===== src/rtl/gpio_pkg22.sv =====
`default_nettype none
// ============================================================================
// Module      : gpio_pkg22
// Description : Shared defaults for the GPIO pad input conditioning path.
//               GPIO_WIDTH        - default number of GPIO pins
//               GPIO_FILT_CNT_W   - default width of the stability counter
//               GPIO_FILT_CNT_MAX - saturation value of a default-width counter
// Revision    : 1.0 - initial release
// ============================================================================
package gpio_pkg22;

    localparam int GPIO_WIDTH      = 16;
    localparam int GPIO_FILT_CNT_W = 8;

    localparam logic [GPIO_FILT_CNT_W-1:0] GPIO_FILT_CNT_MAX = {GPIO_FILT_CNT_W{1'b1}};

endpackage : gpio_pkg22
`default_nettype wire


===== src/rtl/gpio_pin_filter_bit22.sv =====
`default_nettype none
// ============================================================================
// Module      : gpio_pin_filter_bit22
// Description : One-pin input conditioner: two-flop synchroniser followed by
//               a stability-count glitch filter.
// Ports       : pclk22     in   clock, rising edge
//               reset22    in   synchronous active-high reset
//               pad_in22   in   raw asynchronous pad level
//               filt_en22  in   1 = filter, 0 = bypass (synchroniser only)
//               filt_len22 in   stability threshold (CNT_W bits)
//               pin_in22   out  filtered level, registered
//               chg22      out  1-cycle pulse when pin_in22 toggles
//               glitch22   out  1-cycle pulse when a pending change is dropped
// Revision    : 1.0 - initial release
// ============================================================================
module gpio_pin_filter_bit22
    import gpio_pkg22::*;
#(
    parameter int CNT_W = GPIO_FILT_CNT_W
) (
    input  logic             pclk22,
    input  logic             reset22,
    input  logic             pad_in22,
    input  logic             filt_en22,
    input  logic [CNT_W-1:0] filt_len22,
    output logic             pin_in22,
    output logic             chg22,
    output logic             glitch22
);

    localparam logic [CNT_W-1:0] C_CNT_MAX = {CNT_W{1'b1}};
    localparam logic [CNT_W-1:0] C_CNT_ONE = {{(CNT_W-1){1'b0}}, 1'b1};

    logic             r_s1;
    logic             r_s2;
    logic             r_out;
    logic [CNT_W-1:0] r_cnt;
    logic             r_chg;
    logic             r_glitch;

    logic             w_mismatch;
    logic [CNT_W-1:0] w_cnt_inc;

    // PENDING whenever the synchronised level differs from the output.
    assign w_mismatch = (r_s2 != r_out);

    // Counter holds at all-ones instead of wrapping, so a raised threshold
    // can never make a long-pending change look freshly started.
    assign w_cnt_inc = (r_cnt == C_CNT_MAX) ? r_cnt : (r_cnt + C_CNT_ONE);

    always_ff @(posedge pclk22) begin
        if (reset22) begin
            r_s1     <= 1'b0;
            r_s2     <= 1'b0;
            r_out    <= 1'b0;
            r_cnt    <= '0;
            r_chg    <= 1'b0;
            r_glitch <= 1'b0;
        end else begin
            r_s1     <= pad_in22;
            r_s2     <= r_s1;
            r_chg    <= 1'b0;
            r_glitch <= 1'b0;

            if (!filt_en22) begin
                // Bypass: follow the synchroniser; a pending count is simply
                // dropped without reporting it as a glitch.
                r_cnt <= '0;
                if (w_mismatch) begin
                    r_out <= r_s2;
                    r_chg <= 1'b1;
                end
            end else if (w_mismatch && (r_cnt >= filt_len22)) begin
                // >= so that lowering the threshold below a running count
                // accepts on the next mismatching sample.
                r_out <= r_s2;
                r_cnt <= '0;
                r_chg <= 1'b1;
            end else if (w_mismatch) begin
                r_cnt <= w_cnt_inc;
            end else begin
                r_cnt    <= '0;
                r_glitch <= (r_cnt != '0);
            end
        end
    end

    assign pin_in22 = r_out;
    assign chg22    = r_chg;
    assign glitch22 = r_glitch;

endmodule : gpio_pin_filter_bit22
`default_nettype wire


===== src/rtl/gpio_pin_filter22.sv =====
`default_nettype none
// ============================================================================
// Module      : gpio_pin_filter22
// Description : GPIO pad input conditioning stage: WIDTH independent
//               synchroniser + glitch-filter channels feeding pin_in22.
// Ports       : pclk22     in   clock, rising edge
//               reset22    in   synchronous active-high reset
//               pad_in22   in   raw asynchronous pad levels [WIDTH]
//               filt_en22  in   per-pin filter enable, 0 = bypass [WIDTH]
//               filt_len22 in   shared stability threshold [CNT_W]
//               pin_in22   out  filtered levels, registered [WIDTH]
//               chg22      out  per-pin toggle strobes [WIDTH]
//               glitch22   out  per-pin glitch-reject strobes [WIDTH]
// Revision    : 1.0 - initial release
// ============================================================================
module gpio_pin_filter22
    import gpio_pkg22::*;
#(
    parameter int WIDTH = GPIO_WIDTH,
    parameter int CNT_W = GPIO_FILT_CNT_W
) (
    input  logic             pclk22,
    input  logic             reset22,
    input  logic [WIDTH-1:0] pad_in22,
    input  logic [WIDTH-1:0] filt_en22,
    input  logic [CNT_W-1:0] filt_len22,
    output logic [WIDTH-1:0] pin_in22,
    output logic [WIDTH-1:0] chg22,
    output logic [WIDTH-1:0] glitch22
);

    for (genvar gi = 0; gi < WIDTH; gi++) begin : g_pin
        gpio_pin_filter_bit22 #(
            .CNT_W (CNT_W)
        ) u_bit (
            .pclk22     (pclk22),
            .reset22    (reset22),
            .pad_in22   (pad_in22[gi]),
            .filt_en22  (filt_en22[gi]),
            .filt_len22 (filt_len22),
            .pin_in22   (pin_in22[gi]),
            .chg22      (chg22[gi]),
            .glitch22   (glitch22[gi])
        );
    end : g_pin

endmodule : gpio_pin_filter22
`default_nettype wire

===== config.mk =====
export PLATFORM = sky130hd
export DESIGN_NAME = gpio_pin_filter22
export DESIGN_NICKNAME = d
export VERILOG_FILES = /design/src/rtl/gpio_pkg22.sv /design/src/rtl/gpio_pin_filter_bit22.sv /design/src/rtl/gpio_pin_filter22.sv
export SDC_FILE = /design/constraint.sdc
export NUM_CORES = 1
export LEC_CHECK = 0
export CAP_MARGIN = 10
export CORE_MARGIN = 2
export CORE_UTILIZATION = 65
export DETAILED_ROUTE_END_ITERATION = 10
export PLACE_DENSITY = 0.87
export SYNTH_ARGS = -nofsm -noshare
export SYNTH_HDL_FRONTEND = slang
export SYNTH_HIERARCHICAL = 1
export SYNTH_SLANG_ARGS = --single-unit

===== constraint.sdc =====
create_clock -name pclk22 -period 3.7 [get_ports pclk22]
set_input_delay 0.37 -clock pclk22 [delete_from_list [all_inputs] [get_ports pclk22]]
set_output_delay 0.37 -clock pclk22 [all_outputs]
set_load 0.01 [all_outputs]

**Word level (Yosys, flattened, before mapping)**

Index checks and enable logic that the tools add are counted.
W data, S select, Z words.

- Flip-flop bits (word level): 208
- Input port bits: 42

- Add/sub/neg operators: 16
- Magnitude comparators: 16
- Eq/ne operators: 48
- Mux-type cells: 96
- Bitwise gates (word level): 32
- Reductions and logical operators: 96

Operator list:

| kind | count |
|---|---|
| $add A8 B1 Y8 const B | 16 |
| $eq A8 B8 Y1 const B | 16 |
| $ge A8 B8 Y1 | 16 |
| $reduce_bool A8 Y1 | 16 |
| $reduce_or A4 Y1 | 32 |
| $mux W1 | 96 |
| $ne A2 B1 Y1 const B | 16 |
| $not A1 Y1 | 32 |
| $reduce_and A2 Y1 | 16 |
| $reduce_bool A2 Y1 | 16 |
| $logic_and A1 B1 Y1 | 16 |
| $ne A1 B1 Y1 | 16 |

**Logic depth before layout (Yosys ltp)**

Gate-level depths: netlist of run 1.

- Depth in word-level cells: 4
- Mapped depth: 6
- Mapped depth without buffers: 6

**Hierarchy**

The synthesis of run 1 kept the hierarchy.

Modules (own cells, without submodules):

| module | instances | cells each | area each (sq um) |
|---|---|---|---|
| gpio_pin_filter_bit22 | 16 | 89 | 839.6 |

**Worst setup path before layout of run 1**

Ideal clock, no wire load.

- Kind: register to register
- From: register g_pin[0].u_bit.r_cnt[0]
- To: register g_pin[0].u_bit.r_cnt[2]
- Arrival time: 1597 ps
- Data required time: 3627 ps
- Path slack: 2029 ps
- Stages on the path, launching flop included: 7
- Path buffers: 0
- Cells stage by stage: dfxtp_1 -> inv_1 -> ha_1 -> nand2b_4 -> a2111oi_4 -> o311ai_4 -> nor3_2

- Cells in the longest elaborated chain, start to end: 3
- Elaborated cells on any way between the ends: 5
- Classes of those cells: add/sub: 1; order compare: 1; eq/ne: 1; reduce/logical: 2

Ends and longest elaborated chain:

| what | RTL line | RTL |
|---|---|---|
| from (decl) | gpio_pin_filter_bit22.sv:37 | `logic [CNT_W-1:0] r_cnt;` |
| from (signal assigned) | gpio_pin_filter_bit22.sv:80 | `r_cnt <= w_cnt_inc;` |
| $ge A8 B8 Y1 | gpio_pin_filter_bit22.sv:73 | `end else if (w_mismatch && (r_cnt >= filt_len22)) begin` |
| $logic_and A1 B1 Y1 | gpio_pin_filter_bit22.sv:73 |  |
| $reduce_or A4 Y1 (no line) | -- |  |

Several ways; a longest one is shown, not always the timed one.
A chain may end at the register's enable or synchronous reset.

**Final worst setup path of run 1**

- From: input port filt_len22[7]
- To: register g_pin[6].u_bit.r_cnt[3]

- Cells in the longest elaborated chain, start to end: 3

Ends and longest elaborated chain:

| what | RTL line | RTL |
|---|---|---|
| from (decl) | gpio_pin_filter22.sv:26 | `input logic [CNT_W-1:0] filt_len22,` |
| $ge A8 B8 Y1 | gpio_pin_filter_bit22.sv:73 |  |
| $logic_and A1 B1 Y1 | gpio_pin_filter_bit22.sv:73 |  |
| $reduce_or A4 Y1 (no line) | -- |  |
| to (signal assigned) | gpio_pin_filter_bit22.sv:80 |  |
| to (decl) | gpio_pin_filter_bit22.sv:37 |  |

Every way passes these cells.

==> results.md, run 1 <==
- Status: complete, no violations
- Final cell count without fillers: 1829
- Ant. Diodes: 0
- Mapped Nets: 1626
- Peak supply drop: 0.307 mV
- Initial antenna violation count: 0
- Data required, critical path: 4070 ps
- Inst Count DP: 1793
- Die area: about 22000 um^2
- F_max: 455 MHz
- Worst Path Arrival: between 2000 and 3000 ps
- Share of post-route cells with drive strength above 1: 0.139
- Most common cell after layout, fill and taps aside: dfxtp_1
- RSZ-0062 raised after global routing: no
- Net switching power: approximately 0.0012 W
- Grt ovf: 0
- H-tree depth: 1
- Power Density: 318 nW/um^2
- HPWL Detailed: 19.7 mm
- Final Util: 0.762
- Post-CTS setup repair buffer count: 0
- Comb power frac: 0.103
- Int Pwr: ~0.0037 W
- Worst clock skew: 11.7 ps
- DRC violations left: 0
- Yosys top cell by area: dfxtp_1
- Synth cell types: 30
- Row count: 52
- Sw Share: 0.237
- Routed WL: 28.5 mm
- # hold bufs at CTS: 0
- Mapped Area: 13400 um^2
- Headroom to the max-slew limit: 0.406
- Die Ht: 148 um
- Pre-CTS WS: roughly 1000 ps
- Clock Path Buffers: 3
- Post-synth top area share: 0.310
- Fraction of registers with async set/reset: 0
- Hold Vio Cnt, Final: 0
- Startpoint types: input port
- Hold WS: between 400 and 500 ps
- Initial DRC count: 533
- Vias in the first global route: around 10000
- # IOs: 90
- Largest net degree at the start of global routing: 97
- Clock transition at the registers of the reported paths: 60 ps
- Post-CTS Resized: 0
- Slew Limit Fails: 0
- Vias: 10512
- Worst Setup End Kind: flip-flop
- Top FF cell, synth: dfxtp_1
- Power share of the clock group: 0.430
- Max-Cap Viols: 0
- Syn Inst Count: 1424
- Vias per inst: approximately 5.7
- Syn avg cell area: approximately 9.4 um^2
- Final setup fails: 0
- Number of flops mapped to enable cells by yosys: 0
- Per-cell routed wire length: 15.6 um
- Yosys reg bits: between 200 and 250
- Fin crit share: 0.594
- Leakage: ~6.4 nW
- Seq pwr share: 0.467
- Post-synthesis sequential area ratio: 0.310
- Synth area leaders: dfxtp_1 (31%), ha_1 (15%), nor2_1 (4.9%)
- Area Overhead vs Synth: 14.7%
- Number of routed nets with antenna violations: 0
- Fillers: 1378
- Fin nets: 1750
- Root Buffer: clkbuf_16
- Worst Max-Slew Pin Slew: just under 900 ps
- Commonest cells after routing, fill and taps aside: dfxtp_1 (208), nor2_1 (176), inv_1 (160), ha_1 (160), clkdlybuf4s50_1 (88)
- Final setup TNS: 0 ps
- Core area: 20200 um^2
- Tot GR Track Use: 0.263
- CTS tree: yes
- Initial core utilization: 0.664
- First-pass GRT wire length: 48.1 mm
- IO Port Bufs: 89
- CTS buffer count: 23
- Die width: 148 um
- Clock sink count: about 210
- Clk Latency, worst-skew pair: around 500 ps
- Tmin final: 2200 ps
- TritonRoute pass-1 iters: 7
- Yosys synthesis warning count: 6
- RePlAce Congestion: a little under 0.9
- Final setup margin: 1500 ps
- Crit path max fanout: 16
- Hold Path Class: input port to flip-flop
- WS Path Type: input port to flip-flop
[flip-flops by register name, indices dropped and copies added, names as in the netlist]
| signal | flops |
|---|---|
| g_pin.u_bit/glitch22 | 16 |
| g_pin.u_bit/r_s2 | 16 |
| g_pin.u_bit/r_s1 | 16 |
| g_pin.u_bit/r_cnt | 128 |
| g_pin.u_bit/pin_in22 | 16 |
| g_pin.u_bit/chg22 | 16 |
[worst paths after layout]
| check | start | to | slack [ps] | cells past startpoint |
|---|---|---|---|---|
| max | filt_len22[7] | g_pin[6].u_bit/r_cnt[3]$_SDFFE_PP0P_ | 1500 | 8 |
| min | pad_in22[4] | g_pin[4].u_bit/r_s1$_SDFF_PP0_ | 420 | 2 |
| max reg2reg | g_pin[6].u_bit/r_cnt[0]$_SDFFE_PP0P_ | g_pin[6].u_bit/r_cnt[5]$_SDFFE_PP0P_ | 1800 | 6 |
| min reg2reg | g_pin[14].u_bit/r_s1$_SDFF_PP0_ | g_pin[14].u_bit/r_s2$_SDFF_PP0_ | 440 | 1 |
[worst max-delay path, cell delays in order]
cell and delay (ps):
clkdlybuf4s50_1 460, buf_4 310, inv_1 110, ha_1 350
and3_2 240, nand2_2 90, o311ai_4 530, nor2_1 110
[layout make-up]
cell class / instances / area (um^2) / share of cell area
clock buffer: 34 / 667 / 0.0433
clock inverter: 2 / 10.0 / 0.000650
inverter: 160 / 601 / 0.0390
multi-input combinational: 1056 / 8670 / 0.562
sequential: 208 / 4160 / 0.270
tap: 270 / 338 / 0.0219
timing repair buffer: 99 / 963 / 0.0625
[stage by stage]
stage / cell area, um^2 / total power (W)
final: 15400 / 0.00490
after global routing: 15400 / 0.00509
after CTS: 15400 / 0.00495
after detailed placement: 14700 / 0.00284
after global placement: 14700 / 0.00282
after floorplan: 13400 / 0.00266
[layer usage]
metal,vias to the layer above,routed length (um),GRT usage
met3,59,1590,0.0395
li1,5209,-,-
met1,4995,12500,0.338
met5,-,0,0
met2,249,13700,0.459
met4,0,757,0.0750
[power groups by stage]
stage | registers [W] | logic [W] | clock network, W
floorplan | 0.00234 | 0.000321 | 0
global placement | 0.00234 | 0.000482 | 0
detailed placement | 0.00234 | 0.000500 | 0
CTS | 0.00229 | 0.000506 | 0.00215
global route | 0.00229 | 0.000548 | 0.00225
finish | 0.00229 | 0.000502 | 0.00211
[cells in the mapped netlist, types with 32 or more instances]
cell and number:
xor2_1 32, inv_1 160, o21ai_0 32, nand2_1 80
dfxtp_1 208, xnor2_1 32, mux2i_1 32, nand2b_1 48
ha_1 160, nor3_2 48, nand3_1 32, nor2b_1 32
nor3_1 64, a21oi_1 48, nor2_1 176
[cell families after synthesis]
logic type               synth area share
AO/OA/AOI/OAI                       0.165
XOR/XNOR                           0.0417
adder cells (fa/ha/maj)             0.149
buffers and inverters              0.0447
flip-flops                          0.310
multiplexers                       0.0238
AND/OR/NAND/NOR                     0.265
Note: power is estimated with default switching activity, not from simulation.
==> run 2, diff against run 1 <==
CORE_UTILIZATION = 55   (was 65)
PLACE_DENSITY = 0.78   (was 0.87)
clock period = 2 ns   (was 3.7 ns; I/O delays follow)
==> results.md, run 2 (synthesis gave the netlist of run 1 again) <==
- Share of post-route cells with drive strength above 1: 0.163
- CP cell instances: inv_1 > ha_1 > nand2b_4 > a2111oi_4 > o311ai_4 > nor3_2
- Data required, critical path: 2440 ps
- HPWL Detailed: 20.6 mm
- Number of routed nets with antenna violations: 0
- Max-Cap Viols: 0
- Power Density: 586 nW/um^2
- Global routing usage on met2: 0.397
- Initial DRC count: 505
- Slew Limit Fails: 0
- Crit path max fanout: 8
- Fin nets: 1790
- Startpoint types: flip-flop
- Final setup fails: 0
- WS Path Type: flip-flop to flip-flop
- CP max-delay cell: a2111oi_4
- Vias in the first global route: 10262
- Post-CTS setup repair buffer count: 0
- Initial antenna violation count: 0
- Headroom to the max-slew limit: 0.647
- Area Overhead vs Synth: 18.7%
- M1 GR Usage: 0.296
- F_max: 532 MHz
- Inst Count DP: 1886
- TritonRoute pass-1 iters: 5
- Worst Path Arrival: 2320 ps
- Routing usage on met3: 0.0345
- Per-cell routed wire length: about 15 um
- Fillers: 1936
- Most common cell after layout, fill and taps aside: dfxtp_1
- Int Pwr: 0.00709 W
- Core area: 24200 um^2
- Die Ht: 160 um
- Peak supply drop: ~0.64 mV
- CTS buffer count: 24
- Tot Pwr: 0.00935 W
- Ant. Diodes: 0
- Vias: 10563
- CTS tree: yes
- Worst Max-Slew Pin Slew: between 500 and 600 ps
- # IOs: 90
- Number of flip-flops under the largest register name: 128
- CP peak stage delay: 440 ps
- Clock transition at the registers of the reported paths: 60 ps
- Tmin final: 1880 ps
- Largest net degree at the start of global routing: 33
- Clock sink count: 208
- RePlAce Congestion: 0.839
- Initial core utilization: 0.556
- H-tree depth: 1
- IO Port Bufs: 89
- Grt ovf: 0
- Finished Cell Area: 15900 um^2
- Tot GR Track Use: 0.227
- Clock Path Buffers: 3
- Sw Share: 0.242
- RSZ-0062 raised after global routing: no
- Vias per inst: 5.48
- Die width: 160 um
- Net switching power: 0.00226 W
- Fin crit share: 0.940
- GRT Max-Usage Layer: met2
- Root Buffer: clkbuf_16
- Post-CTS Resized: 0
- Comb power frac: 0.106
- # hold bufs at CTS: 0
- Row count: 57
- Leakage: 6.71 nW
- First-pass GRT wire length: 49.1 mm
- Routed WL: 28.7 mm
- Seq pwr share: 0.453
- Status: complete, no violations
- Top reg by flops: g_pin.u_bit/r_cnt
- Placed cell area: 15200 um^2
- Power share of the clock group: 0.441
- Clk Latency, worst-skew pair: 520 ps
- Hold Path Class: input port to flip-flop
- Commonest cells after routing, fill and taps aside: dfxtp_1 (208), nor2_1 (176), inv_1 (160), ha_1 (160), clkdlybuf4s50_1 (88)
- Worst Setup End Kind: flip-flop
- DRC violations left: 0
- Final cell count without fillers: 1928
- Die area: 25700 um^2
- Worst clock skew: 7.36 ps
- Hold Vio Cnt, Final: 0
-- run 2: cell count changes in the layout (fill, tap and decap cells not counted) --
cell and change:
buf_4 +29, buf_12 +10, clkinv_2 +5, clkbuf_16 +2, clkbuf_1 +1, clkbuf_8 -2
-- run 2: area by class of cell --
cell class	count	area, um^2	share of cell area
inverters	160	601	0.0377
flip-flops and latches	208	4160	0.261
clock inverters	7	35.0	0.00220
clock buffers	35	693	0.0435
well taps	324	405	0.0254
multi-input cells	1056	8670	0.544
repair buffers	138	1380	0.0866
-- run 2: worst paths after layout --
path | start | to | slack, ps | depth (start not counted)
setup / recovery | g_pin[2].u_bit/r_cnt[0]$_SDFFE_PP0P_ | g_pin[2].u_bit/r_cnt[5]$_SDFFE_PP0P_ | 120 | 6
hold / removal | reset22 | g_pin[8].u_bit/r_s1$_SDFF_PP0_ | 90 | 2
setup reg to reg | g_pin[2].u_bit/r_cnt[0]$_SDFFE_PP0P_ | g_pin[2].u_bit/r_cnt[5]$_SDFFE_PP0P_ | 120 | 6
hold reg to reg | g_pin[15].u_bit/r_s1$_SDFF_PP0_ | g_pin[15].u_bit/r_s2$_SDFF_PP0_ | 440 | 1
-- run 2: metrics by stage --
stage	utilization	setup WS, ps	hold slack (ps)	TNS (ps)
after floorplan	-	329	272	0
after global placement	0.630	-307	416	-42460
after detailed placement	0.630	-375	422	-49730
after CTS	0.660	103	82.6	0
after global routing	0.660	8.09	91.6	0
final	0.660	120	91.1	0
-- run 2: critical path, delay by kind of cell (launching register included) --
family | cells | cell delay (ps)
flops | 1 | 370
buf+inv | 1 | 100
fa+ha+maj | 1 | 280
simple gates | 2 | 370
compound gates | 2 | 670
-- run 2: power by group through the flow --
stage | clock, W | sequential, W | combinational (W)
after floorplan | 0 | 0.00433 | 0.000594
after global placement | 0 | 0.00432 | 0.000967
after detailed placement | 0 | 0.00433 | 0.000999
after CTS | 0.00424 | 0.00424 | 0.00101
after global routing | 0.00443 | 0.00424 | 0.00109
final | 0.00412 | 0.00424 | 0.000996
-- run 2: per-layer routing --
metal	routed length, um	part of all wire
met1	13300	0.46
met3	1180	0.041
met2	13800	0.48
met4	437	0.015
met5	0	0
